`src/rtl/tlc_phase_scheduler_if.sv`:
```
// Signal bundle between the intersection controller core and its driver.
// The master drives the time base and sensors; the slave returns the lamps.
interface tlc_phase_scheduler_if;
  logic       tick;
  logic [3:0] req;
  logic       ped_req;
  logic [3:0] green;
  logic [3:0] yellow;
  logic       ped_walk;
  logic [1:0] phase_id;
  logic       ped_pending;

  modport master (
    output tick, req, ped_req,
    input  green, yellow, ped_walk, phase_id, ped_pending
  );

  modport slave (
    input  tick, req, ped_req,
    output green, yellow, ped_walk, phase_id, ped_pending
  );
endinterface

```
`src/rtl/tlc_phase_scheduler.sv`:
```
// Four-approach round-robin green scheduler with yellow/all-red clearance
// and a latched pedestrian walk phase; all timing advances on the tick strobe.
module tlc_phase_scheduler #(
  parameter int MIN_GREEN = 4,
  parameter int MAX_GREEN = 12,
  parameter int YELLOW_T  = 3,
  parameter int ALLRED_T  = 1,
  parameter int WALK_T    = 6,
  parameter int CNT_W     = 5
) (
  input  logic                  clk,
  input  logic                  rst_n,
  tlc_phase_scheduler_if.slave  bus
);

  typedef enum logic [1:0] {S_ALL_RED, S_GREEN, S_YELLOW, S_WALK} state_t;

  localparam logic [CNT_W-1:0] MIN_C       = CNT_W'(MIN_GREEN);
  localparam logic [CNT_W-1:0] MAX_C       = CNT_W'(MAX_GREEN);
  localparam logic [CNT_W-1:0] ALLRED_C    = CNT_W'(ALLRED_T);
  localparam logic [CNT_W-1:0] ALLRED_LAST = CNT_W'(ALLRED_T - 1);
  localparam logic [CNT_W-1:0] YEL_LAST    = CNT_W'(YELLOW_T - 1);
  localparam logic [CNT_W-1:0] WALK_LAST   = CNT_W'(WALK_T - 1);

  state_t           state, state_nxt;
  logic [CNT_W-1:0] timer, timer_nxt;
  logic [1:0]       phase, phase_nxt;
  logic             ped_pend, ped_nxt;
  logic [3:0]       green_q, yellow_q, green_nxt, yellow_nxt;
  logic             walk_q, walk_nxt;

  logic [3:0]       own_mask;
  logic             demand;
  logic             allred_done;
  logic [CNT_W-1:0] grn_cnt;
  logic             rr_hit;
  logic [1:0]       rr_idx;

  // Green count including the current tick; it parks at MAX_GREEN while resting.
  assign grn_cnt     = (bus.tick && (timer < MAX_C)) ? timer + 1'b1 : timer;
  assign own_mask    = 4'b0001 << phase;
  assign demand      = ped_pend | (|(bus.req & ~own_mask));
  assign allred_done = (timer >= ALLRED_C) | (bus.tick & (timer == ALLRED_LAST));

  // First requesting approach after the last one served, wrapping back to itself.
  always_comb begin
    rr_hit = 1'b0;
    rr_idx = phase;
    for (int k = 4; k >= 1; k--) begin
      if (bus.req[phase + 2'(k)]) begin
        rr_hit = 1'b1;
        rr_idx = phase + 2'(k);
      end
    end
  end

  always_ff @(posedge clk or negedge rst_n) begin
    if (!rst_n) begin
      state    <= S_ALL_RED;
      timer    <= '0;
      phase    <= 2'd3;
      ped_pend <= 1'b0;
      green_q  <= '0;
      yellow_q <= '0;
      walk_q   <= 1'b0;
    end else begin
      state    <= state_nxt;
      timer    <= timer_nxt;
      phase    <= phase_nxt;
      ped_pend <= ped_nxt;
      green_q  <= green_nxt;
      yellow_q <= yellow_nxt;
      walk_q   <= walk_nxt;
    end
  end

  always_comb begin
    state_nxt = state;
    phase_nxt = phase;
    ped_nxt   = ped_pend | (bus.ped_req & (state != S_WALK));
    unique case (state)
      S_ALL_RED: begin
        if (allred_done) begin
          if (ped_pend) begin
            state_nxt = S_WALK;
            ped_nxt   = 1'b0;
          end else if (rr_hit) begin
            state_nxt = S_GREEN;
            phase_nxt = rr_idx;
          end
        end
      end
      S_GREEN:  if (bus.tick && demand && (grn_cnt >= MIN_C)) state_nxt = S_YELLOW;
      S_YELLOW: if (bus.tick && (timer == YEL_LAST))          state_nxt = S_ALL_RED;
      S_WALK:   if (bus.tick && (timer == WALK_LAST))         state_nxt = S_ALL_RED;
      default:  state_nxt = S_ALL_RED;
    endcase

    timer_nxt = timer;
    if (state_nxt != state) timer_nxt = '0;
    else begin
      unique case (state)
        S_ALL_RED: if (bus.tick && (timer < ALLRED_C)) timer_nxt = timer + 1'b1;
        S_GREEN:   timer_nxt = grn_cnt;
        default:   if (bus.tick) timer_nxt = timer + 1'b1;
      endcase
    end
  end

  // Lamps are decoded from the next state so they come straight out of flops.
  always_comb begin
    green_nxt  = '0;
    yellow_nxt = '0;
    walk_nxt   = 1'b0;
    unique case (state_nxt)
      S_GREEN:  green_nxt  = 4'b0001 << phase_nxt;
      S_YELLOW: yellow_nxt = 4'b0001 << phase_nxt;
      S_WALK:   walk_nxt   = 1'b1;
      default:  ;
    endcase
  end

  assign bus.green       = green_q;
  assign bus.yellow      = yellow_q;
  assign bus.ped_walk    = walk_q;
  assign bus.phase_id    = phase;
  assign bus.ped_pending = ped_pend;

  a_one_lamp: assert property (@(posedge clk) disable iff (!rst_n)
    $onehot0(green_q | yellow_q));
  a_walk_red: assert property (@(posedge clk) disable iff (!rst_n)
    walk_q |-> ((green_q | yellow_q) == 4'b0000));

endmodule
```
`src/flat_wrapper.sv`:
```
// flat-port wrapper written by rule: the top's interface ports become plain ports
module tlc_phase_scheduler_flat 
#(
  parameter int MIN_GREEN = 4,
  parameter int MAX_GREEN = 12,
  parameter int YELLOW_T  = 3,
  parameter int ALLRED_T  = 1,
  parameter int WALK_T    = 6,
  parameter int CNT_W     = 5
)
  (clk, rst_n, bus_tick, bus_req, bus_ped_req, bus_green, bus_yellow, bus_ped_walk, bus_phase_id, bus_ped_pending);
  tlc_phase_scheduler_if bus_i ();
  input  logic clk;
  input  logic rst_n;
  input wire logic [$bits(bus_i.tick)-1:0] bus_tick;
  input wire logic [$bits(bus_i.req)-1:0] bus_req;
  input wire logic [$bits(bus_i.ped_req)-1:0] bus_ped_req;
  output wire logic [$bits(bus_i.green)-1:0] bus_green;
  output wire logic [$bits(bus_i.yellow)-1:0] bus_yellow;
  output wire logic [$bits(bus_i.ped_walk)-1:0] bus_ped_walk;
  output wire logic [$bits(bus_i.phase_id)-1:0] bus_phase_id;
  output wire logic [$bits(bus_i.ped_pending)-1:0] bus_ped_pending;
  assign bus_i.tick = bus_tick;
  assign bus_i.req = bus_req;
  assign bus_i.ped_req = bus_ped_req;
  assign bus_green = bus_i.green;
  assign bus_yellow = bus_i.yellow;
  assign bus_ped_walk = bus_i.ped_walk;
  assign bus_phase_id = bus_i.phase_id;
  assign bus_ped_pending = bus_i.ped_pending;
  tlc_phase_scheduler #(.MIN_GREEN(MIN_GREEN), .MAX_GREEN(MAX_GREEN), .YELLOW_T(YELLOW_T), .ALLRED_T(ALLRED_T), .WALK_T(WALK_T), .CNT_W(CNT_W)) u_core (.clk(clk), .rst_n(rst_n), .bus(bus_i));
endmodule
```
`config.mk`:
```
export PLATFORM = sky130hd
export DESIGN_NAME = tlc_phase_scheduler_flat
export DESIGN_NICKNAME = d
export VERILOG_FILES = /design/src/rtl/tlc_phase_scheduler_if.sv /design/src/rtl/tlc_phase_scheduler.sv /design/src/flat_wrapper.sv
export SDC_FILE = /design/constraint.sdc
export NUM_CORES = 1
export LEC_CHECK = 0
export ABC_AREA = 1
export CORE_AREA = 5 5 65 67
export CTS_CLUSTER_DIAMETER = 100
export CTS_CLUSTER_SIZE = 40
export DETAILED_ROUTE_END_ITERATION = 16
export DIE_AREA = 0 0 70 72
export PLACE_DENSITY = 0.69
export SLEW_MARGIN = 25
export SYNTH_ARGS = -nofsm -noshare
export SYNTH_HDL_FRONTEND = slang
export SYNTH_SLANG_ARGS = --single-unit
```
`constraint.sdc`:
```
create_clock -name clk -period 2.8 [get_ports clk]
set_input_delay 0.7 -clock clk [delete_from_list [all_inputs] [get_ports clk]]
set_output_delay 0.7 -clock clk [all_outputs]
set_load 0.05 [all_outputs]
```
==> Implementation_results.wiki, run 1 <==
{| class="wikitable"
! Metric !! Value
|-
| Leading cell type by number of instances after synthesis || nand2_1
|-
| Number of flops mapped to enable cells by yosys || 0
|-
| Clock tree from TritonCTS || built
|-
| I/O pin count || 20
|-
| Pin count of the biggest net entering global routing || 20
|-
| Pin slew with the least headroom to its limit || roughly 0.50 ns
|-
| RR Startpoint || u_core.bus.phase_id[0]$_DFF_PN1_
|-
| Status || finished, final reports clean
|-
| Arrival @ worst endpoint || about 1.8 ns
|-
| Mapped Cells || just under 200
|-
| X dimension of the die || about 70 microns
|-
| Total power after layout || between 1.5 and 2 mW
|-
| TNS Setup || 0 ns
|-
| Resized cells post-CTS || 0
|-
| Number of synthesized register bits || 19
|-
| Chip height || just over 70 microns
|-
| Number of antenna diodes || 0
|-
| Proportion of synthesized flip-flops having asynchronous set or reset || 1.00
|-
| Pre-antenna DRT Iters || 4
|-
| Worst slack on hold paths || 0.591 ns
|-
| Synthesis Warnings || 0
|-
| Count of final max-slew check failures || 0
|-
| Startpoint of the worst hold path || u_core.bus.phase_id[1]$_DFF_PN1_
|-
| Area share of the largest cell type after synthesis || 0.314
|-
| Clock Path Buffers || 2
|-
| Post-route worst setup slack || ~0.27 ns
|-
| Antenna violation net count after detailed routing || 0
|-
| Final cell count without fillers || 268
|-
| Max frequency || just under 400 MHz
|-
| Net count reported at finish || approximately 240
|-
| Post-detail-place hpwl || around 2.2 mm
|-
| Required @ worst endpoint || ~2.1 ns
|-
| Register area || 478 sq um
|-
| Class of the most critical hold timing path || reg -> reg
|-
| Crit end category || primary output
|-
| Post-synthesis instance area || approximately 1400 sq um
|-
| Antenna violations before repair || 0
|-
| Number of buffers inserted to repair setup after CTS || 0
|-
| Final number of hold-violating endpoints || 0
|-
| Routed WL per cell || ~10 microns
|-
| Vias in the first global route || between 1,000 and 1,500
|-
| Share of the cycle needed by the critical path after routing || 0.904
|-
| Count of cells along the worst register-to-register path || 13
|-
| Worst-Skew Late Latency || 0.29 ns
|-
| Cells on Worst Hold Path || 2
|-
| CTS hold repair buffers || 0
|-
| Clock edge transition at the registers on the reported setup and hold paths || 0.11 ns
|-
| Startpoint of the worst setup timing path || u_core.bus.phase_id[0]$_DFF_PN1_
|-
| Layout fillers || between 300 and 400
|-
| Critical path start-end classification || reg -> out
|-
| CP top delay family || buffers and inverters
|-
| Floorplan core area || roughly 3600 sq um
|-
| Critical path buffer and inverter count || 1
|-
| Worst slack, placed || 0.393 ns
|-
| Count of vias placed by the detailed router || around 1,200
|-
| Layout area overhead || 20.3%
|-
| Ranking of synthesized cells by area || dfrtp_1 31%, nand2_1 15%, inv_1 9.1%
|-
| Global-route usage over all layers || 0.122
|-
| Final setup violation count || 0
|-
| Placer congestion estimate || between 0.8 and 0.9
|-
| Detailed Route WL || approximately 2.8 mm
|-
| Peak ir drop on the vdd network || roughly 500 uV
|-
| Startpoint class of the critical path || flop
|-
| I/O Buffers || 19
|-
| Share of the yosys chip area belonging to registers || 0.353
|-
| Via density per instance || ~4.5
|-
| Cells after DPL || roughly 260
|-
| Setup skew after layout || 0.00582 ns
|-
| Yosys cell types || 25
|-
| Most numerous cell types in the synthesized netlist || 55 x nand2_1, 33 x inv_1, 23 x nor2_1
|-
| Slowest cell delay on critical path || between 0.8 and 0.9 ns
|-
| Total stage count of the critical path || 1
|-
| Post-route DRC violation count || 0
|-
| Area leader, netlist || dfrtp_1
|-
| TritonCTS buffer count || 3
|-
| Slowest library cell on the worst path || clkdlybuf4s50_1
|-
| Number of DRC markers after the initial detailed-route iteration || 130
|-
| Ratio of cells with drive above 1 in the final layout || 0.109
|-
| List of cells traversed by the critical path || clkdlybuf4s50_1
|-
| Leak || around 0.87 nW
|-
| Grt total ovfl || 0
|-
| Most used flip-flop cell after synthesis || dfrtp_1
|-
| Std cell rows || 22
|-
| DIE AREA || a little over 5000 sq um
|-
| Unrepaired setup endpoints after global routing || false
|-
| P per Cell Area || between 900 and 1000 nW/um^2
|-
| Area occupied by multi-input gates || slightly above 700 sq um
|-
| Minimum period implied by the final worst setup slack || ~2.5 ns
|-
| Per-instance average area after synthesis || slightly below 7 sq um
|-
| Max-cap check violation count || 0
|-
| Clock H-tree levels || 1
|-
| Clk root buf || clkbuf_4
|-
| Initial cell density of the core || 0.379
|-
| Worst rel slew slack || 0.666
|-
| First-pass GRT wire length || between 5 and 6 mm
|-
| Worst Path Max Fanout || 12
|-
| CTS sink count || 19
|-
| Synthesized Nets || 214
|}
sequential cells by signal, indices dropped and copies added, names as in the netlist:
register and count:
u_core.bus.green 4, u_core.bus.ped_pending 1, u_core.bus.ped_walk 1, u_core.bus.phase_id 2
u_core.bus.yellow 4, u_core.state 2, u_core.timer 5
final cells by class:
class / instances / area share
multi-input cells: 139 / 0.443
flip-flops and latches: 19 / 0.293
repair buffers: 20 / 0.121
well taps: 48 / 0.0368
inverters: 38 / 0.0875
clock buffers: 3 / 0.0138
clock inverters: 1 / 0.00460
cells by family after synthesis:
group | share of synthesized area
adders and majority gates | 0.0739
xor gates and xnor gates | 0.00646
AOI/OAI and AO/OA | 0.0794
buffers and inverters | 0.114
DFF | 0.353
and+or+nand+nor | 0.373
worst paths after layout:
path,slack (ns),end
max,0.27,bus_phase_id[0]
min,0.59,u_core.bus.phase_id[1]$_DFF_PN1_
max reg2reg,0.80,u_core.bus.green[1]$_DFF_PN0_
min reg2reg,0.59,u_core.bus.phase_id[1]$_DFF_PN1_
max in group asynchronous,1.81,u_core.bus.phase_id[0]$_DFF_PN1_
min in group asynchronous,0.73,u_core.bus.green[0]$_DFF_PN0_
metal layers:
layer  up-vias  share of wire  global-route usage
met2        17           0.46               0.206
met5         -              0                   0
met4         0         0.0098              0.0447
li1        664              -                   -
met1       523           0.49               0.159
met3         2          0.040              0.0166
per-stage QoR:
step           utilization  cell area [sq um]
2_1_floorplan            -               1360
3_3_place_gp         0.447               1600
3_5_place_dp         0.447               1600
4_1_cts              0.456               1630
5_1_grt              0.456               1630
6_report             0.456               1630
power by group:
part / internal, mW / total [mW] / switching [mW]
logic: 0.304 / 0.952 / 0.648
clock network: 0.0542 / 0.136 / 0.0815
registers: 0.356 / 0.450 / 0.0940
total: 0.715 / 1.54 / 0.823
cells in the final DEF (no fill, tap or decap), drive strengths merged:
master / Yosys / layout
dfstp: 2 / 2
inv: 38 / 38
a21oi: 3 / 3
nand3: 16 / 16
o21ai: 12 / 12
ha: 8 / 8
nor2: 25 / 25
a31oi: 1 / 1
nor4: 1 / 1
dfrtp: 17 / 17
buf: 2 / 1
nand4: 9 / 9
clkdlybuf4s50: 0 / 19
nor3: 1 / 1
nand2: 61 / 61
xor2: 1 / 1
clkbuf: 0 / 3
clkinvlp: 0 / 1
o211ai: 1 / 1
Power figures use the tool's default switching activity.
==> inputs of run 2 (changes only) <==
--- a/config.mk
+++ b/config.mk
@@ -11,6 +11,7 @@
 export CTS_CLUSTER_SIZE = 40
 export DETAILED_ROUTE_END_ITERATION = 16
 export DIE_AREA = 0 0 70 72
+export HOLD_SLACK_MARGIN = 0.06
 export PLACE_DENSITY = 0.69
 export SLEW_MARGIN = 25
 export SYNTH_ARGS = -nofsm -noshare
==> results of run 2 <==
Final layout, timing and power as in run 1 (identical DEF).
==> inputs of run 3 (changes only) <==
--- a/config.mk
+++ b/config.mk
@@ -5,14 +5,13 @@
 export SDC_FILE = /design/constraint.sdc
 export NUM_CORES = 1
 export LEC_CHECK = 0
-export ABC_AREA = 1
-export CORE_AREA = 5 5 65 67
+export CORE_AREA = 5 5 62 64
 export CTS_CLUSTER_DIAMETER = 100
 export CTS_CLUSTER_SIZE = 40
 export DETAILED_ROUTE_END_ITERATION = 16
-export DIE_AREA = 0 0 70 72
+export DIE_AREA = 0 0 67 69
 export HOLD_SLACK_MARGIN = 0.06
-export PLACE_DENSITY = 0.69
+export PLACE_DENSITY = 0.7
 export SLEW_MARGIN = 25
 export SYNTH_ARGS = -nofsm -noshare
 export SYNTH_HDL_FRONTEND = slang
==> constraint.sdc (replaced) <==
create_clock -name clk -period 2.6 [get_ports clk]
set_input_delay 0.65 -clock clk [delete_from_list [all_inputs] [get_ports clk]]
set_output_delay 0.65 -clock clk [all_outputs]
set_load 0.05 [all_outputs]
==> Implementation_results.wiki, run 3 <==
{| class="wikitable"
! Metric !! Value
|-
| Startpoint class of the critical path || flop (unchanged)
|-
| Crit end category || primary output (unchanged)
|-
| Pin slew with the least headroom to its limit || 0.509 ns (was 0.500 ns)
|-
| Largest Register || u_core.timer (unchanged)
|-
| CTS sink count || 19 (unchanged)
|-
| Part of the power in registers || 0.292 (was 0.293)
|-
| Number of flip-flops in the largest register || 5 (unchanged)
|-
| Clock edge transition at the registers on the reported setup and hold paths || 0.12 ns (was 0.11 ns)
|-
| Number of antenna diodes || 0 (unchanged)
|-
| Status || finished, final reports clean (unchanged)
|-
| Yosys cell types || 46 (was 25)
|-
| Detailed Route WL || 2.85 mm (was 2.76 mm)
|-
| Critical path start-end classification || reg -> out (unchanged)
|-
| Placer congestion estimate || 0.861 (was 0.834)
|-
| Peak ir drop on the vdd network || 487 uV (was 500 uV)
|-
| Chip height || 69 microns (was 72 microns)
|-
| Post-synthesis instance area || 1230 sq um (was 1360 sq um)
|-
| Synthesis Warnings || 0 (unchanged)
|-
| Setup skew after layout || 0.0108 ns (was 0.00582 ns)
|-
| Clock H-tree levels || 1 (unchanged)
|-
| First-pass GRT wire length || 4.77 mm (was 5.02 mm)
|-
| Number of DRC markers after the initial detailed-route iteration || 88 (was 130)
|-
| Number of synthesized register bits || 19 (unchanged)
|-
| Worst rel slew slack || 0.660 (was 0.666)
|-
| Internal cell power || 0.933 mW (was 0.715 mW)
|-
| Class of the most critical hold timing path || reg -> reg (unchanged)
|-
| Clock tree from TritonCTS || built (unchanged)
|-
| Arrival @ worst endpoint || 1.77 ns (was 1.83 ns)
|-
| Cell area after placement || 1540 sq um (was 1600 sq um)
|-
| Initial cell density of the core || 0.381 (was 0.379)
|-
| Required @ worst endpoint || 1.95 ns (was 2.10 ns)
|-
| Share of the cycle needed by the critical path after routing || 0.931
|-
| I/O pin count || 20 (unchanged)
|-
| Share of power burned in the clock network || 0.083 (was 0.088)
|-
| Count of vias placed by the detailed router || 1,136 (was 1,206)
|-
| Routed WL per cell || 13.5 microns (was 10.3 microns)
|-
| Net switching component of the power || 0.897 mW (was 0.823 mW)
|-
| Post-detail-place hpwl || 2.21 mm (was 2.22 mm)
|-
| DIE AREA || 4620 sq um (was 5040 sq um)
|-
| Area leader, netlist || dfrtp_1 (unchanged)
|-
| Worst-Skew Late Latency || 0.30 ns (was 0.29 ns)
|-
| TNS Setup || 0 ns (unchanged)
|-
| P per Cell Area || 1160 nW/um^2 (was 943 nW/um^2)
|-
| Clk root buf || clkbuf_4 (unchanged)
|-
| Clock Path Buffers || 2 (unchanged)
|-
| Global-route usage over all layers || 0.128 (was 0.122)
|-
| Per-instance average area after synthesis || 9.04 sq um (was 6.84 sq um)
|-
| Floorplan core area || 3230 sq um (was 3580 sq um)
|-
| Pre-antenna DRT Iters || 4 (unchanged)
|-
| Std cell rows || 21 (was 22)
|-
| Critical path buffer and inverter count || 1 (unchanged)
|-
| CP top delay family || buffers and inverters (unchanged)
|-
| List of cells traversed by the critical path || clkdlybuf4s50_1 (unchanged)
|-
| Antenna violations before repair || 0 (unchanged)
|-
| Minimum period implied by the final worst setup slack || ~2.4 ns
|-
| Net count reported at finish || 183 (was 237)
|-
| Resized cells post-CTS || 0 (unchanged)
|-
| Proportion of synthesized flip-flops having asynchronous set or reset || 1.00 (unchanged)
|-
| Area share of the largest cell type after synthesis || 0.346 (was 0.314)
|-
| Synthesized Nets || 152 (was 214)
|-
| Number of buffers inserted to repair setup after CTS || 0 (unchanged)
|-
| Leading cell type by number of instances after synthesis || nor2_1 (was nand2_1)
|-
| Most common cell after layout, fill and taps aside || clkdlybuf4s50_1 (was nand2_1)
|-
| Slowest cell delay on critical path || 0.83 ns (was 0.85 ns)
|-
| X dimension of the die || 67 microns (was 70 microns)
|-
| Layout area overhead || 27.8% (was 20.3%)
|-
| Final number of hold-violating endpoints || 0 (unchanged)
|-
| Most used flip-flop cell after synthesis || dfrtp_1 (unchanged)
|-
| Unrepaired setup endpoints after global routing || false (unchanged)
|-
| Ranking of synthesized cells by area || dfrtp_1 35%, ha_1 8.1%, nor2_1 5.5% (was dfrtp_1 31%, nand2_1 15%, inv_1 9.1%)
|-
| Antenna violation net count after detailed routing || 0 (unchanged)
|-
| Number of flops mapped to enable cells by yosys || 0 (unchanged)
|-
| Max-cap check violation count || 0 (unchanged)
|-
| TritonCTS buffer count || 3 (unchanged)
|-
| Most numerous cell types in the synthesized netlist || 18 x nor2_1, 17 x dfrtp_1, 10 x inv_1 (was 55 x nand2_1, 33 x inv_1, 23 x nor2_1)
|-
| Combinational share of power || 0.625 (was 0.619)
|-
| I/O Buffers || 19 (unchanged)
|-
| Grt total ovfl || 0 (unchanged)
|-
| Max frequency || 413 MHz
|-
| Fin area || 1570 sq um (was 1630 sq um)
|-
| Ratio of cells with drive above 1 in the final layout || 0.139 (was 0.109)
|-
| Pin count of the biggest net entering global routing || 20 (unchanged)
|-
| Slowest library cell on the worst path || clkdlybuf4s50_1 (unchanged)
|-
| Worst Path Max Fanout || 10 (was 12)
|-
| Share of the yosys chip area belonging to registers || 0.389 (was 0.353)
|-
| Vias in the first global route || 1,100 (was 1,165)
|-
| Count of final max-slew check failures || 0 (unchanged)
|-
| Fraction of power spent switching nets || 0.490 (was 0.535)
|-
| Final setup violation count || 0 (unchanged)
|-
| Layout fillers || 312 (was 384)
|-
| Leading cell types in the layout, fill and taps excluded || 19 x clkdlybuf4s50_1, 18 x nor2_1, 17 x dfrtp_1, 11 x buf_4, 10 x inv_1 (was 55 x nand2_1, 33 x inv_1, 23 x nor2_1, 19 x clkdlybuf4s50_1, 17 x dfrtp_1)
|-
| Leak || 0.714 nW (was 0.866 nW)
|-
| CTS hold repair buffers || 0 (unchanged)
|-
| Via density per instance || 5.36 (was 4.50)
|-
| Mapped Cells || 136 (was 198)
|-
| Post-route DRC violation count || 0 (unchanged)
|}
==> run 3: changes by cell type after synthesis, moves of 4 or more <==
cell and change:
a21oi_1 +4, inv_1 -23, inv_2 -5, nand2_1 -49, nand2_2 -6, nand3_1 -10, nand4_1 -7, nor2_1 -5
==> run 3: stage by stage <==
step           power [mW]  std cells  hold WS (ns)   util  setup WS, ns
6_report             1.83        212         0.648  0.486         0.180
5_1_grt              1.96        212         0.668  0.486        0.0505
4_1_cts              1.83        212         0.637  0.486         0.168
3_5_place_dp         1.68        208         0.610  0.478        0.0176
3_3_place_gp         1.64        208         0.614  0.478        0.0400
2_1_floorplan        1.31        136         0.354      -         0.266
==> run 3: layer usage <==
layer  up-vias  track usage  wire length, microns
met2        45        0.223                  1460
met4         0       0.0225                    14
met5         -            0                     0
met1       536        0.156                  1190
li1        553            -                     -
met3         2       0.0357                   188
==> run 3: cell families after synthesis <==
family                     after synthesis  synth area share
AOI/OAI and AO/OA                       38             0.220
DFF                                     19             0.389
and+or+nand+nor                         50             0.211
muxes                                    4            0.0346
xor gates and xnor gates                 3            0.0214
adders and majority gates                8            0.0814
buffers and inverters                   14            0.0437
==> run 3: path summary, 6_finish.rpt <==
path / from / to / slack, ns / cells after the start
setup / recovery: u_core.bus.phase_id[0]$_DFF_PN1_ / bus_phase_id[0] / 0.18 / 1
hold / removal: u_core.timer[4]$_DFFE_PN0P_ / u_core.timer[4]$_DFFE_PN0P_ / 0.65 / 2
setup reg to reg: u_core.bus.phase_id[0]$_DFF_PN1_ / u_core.bus.green[2]$_DFF_PN0_ / 0.18 / 8
hold reg to reg: u_core.timer[4]$_DFFE_PN0P_ / u_core.timer[4]$_DFFE_PN0P_ / 0.65 / 2
max in group asynchronous: rst_n / u_core.bus.phase_id[0]$_DFF_PN1_ / 1.66 / 2
min in group asynchronous: rst_n / u_core.timer[3]$_DFFE_PN0P_ / 0.67 / 2
==> run 3: layout make-up <==
cell class | count | area (sq um) | share of cell area
Clock inverter | 1 | 5.00 | 0.00318
Sequential cell | 19 | 478 | 0.304
Timing Repair Buffer | 30 | 273 | 0.174
Inverter | 10 | 37.5 | 0.0239
Tap cell | 46 | 57.6 | 0.0366
Clock buffer | 3 | 22.5 | 0.0143
Multi-Input combinational cell | 103 | 698 | 0.444
==> run 3: power by group through the flow <==
stage	Clock, mW	Sequential, mW	Combinational, mW
finish	0.152	0.535	1.14
detailed placement	0	0.539	1.14
global placement	0	0.533	1.11
CTS	0.156	0.534	1.14
floorplan	0	0.711	0.597
global route	0.171	0.554	1.24
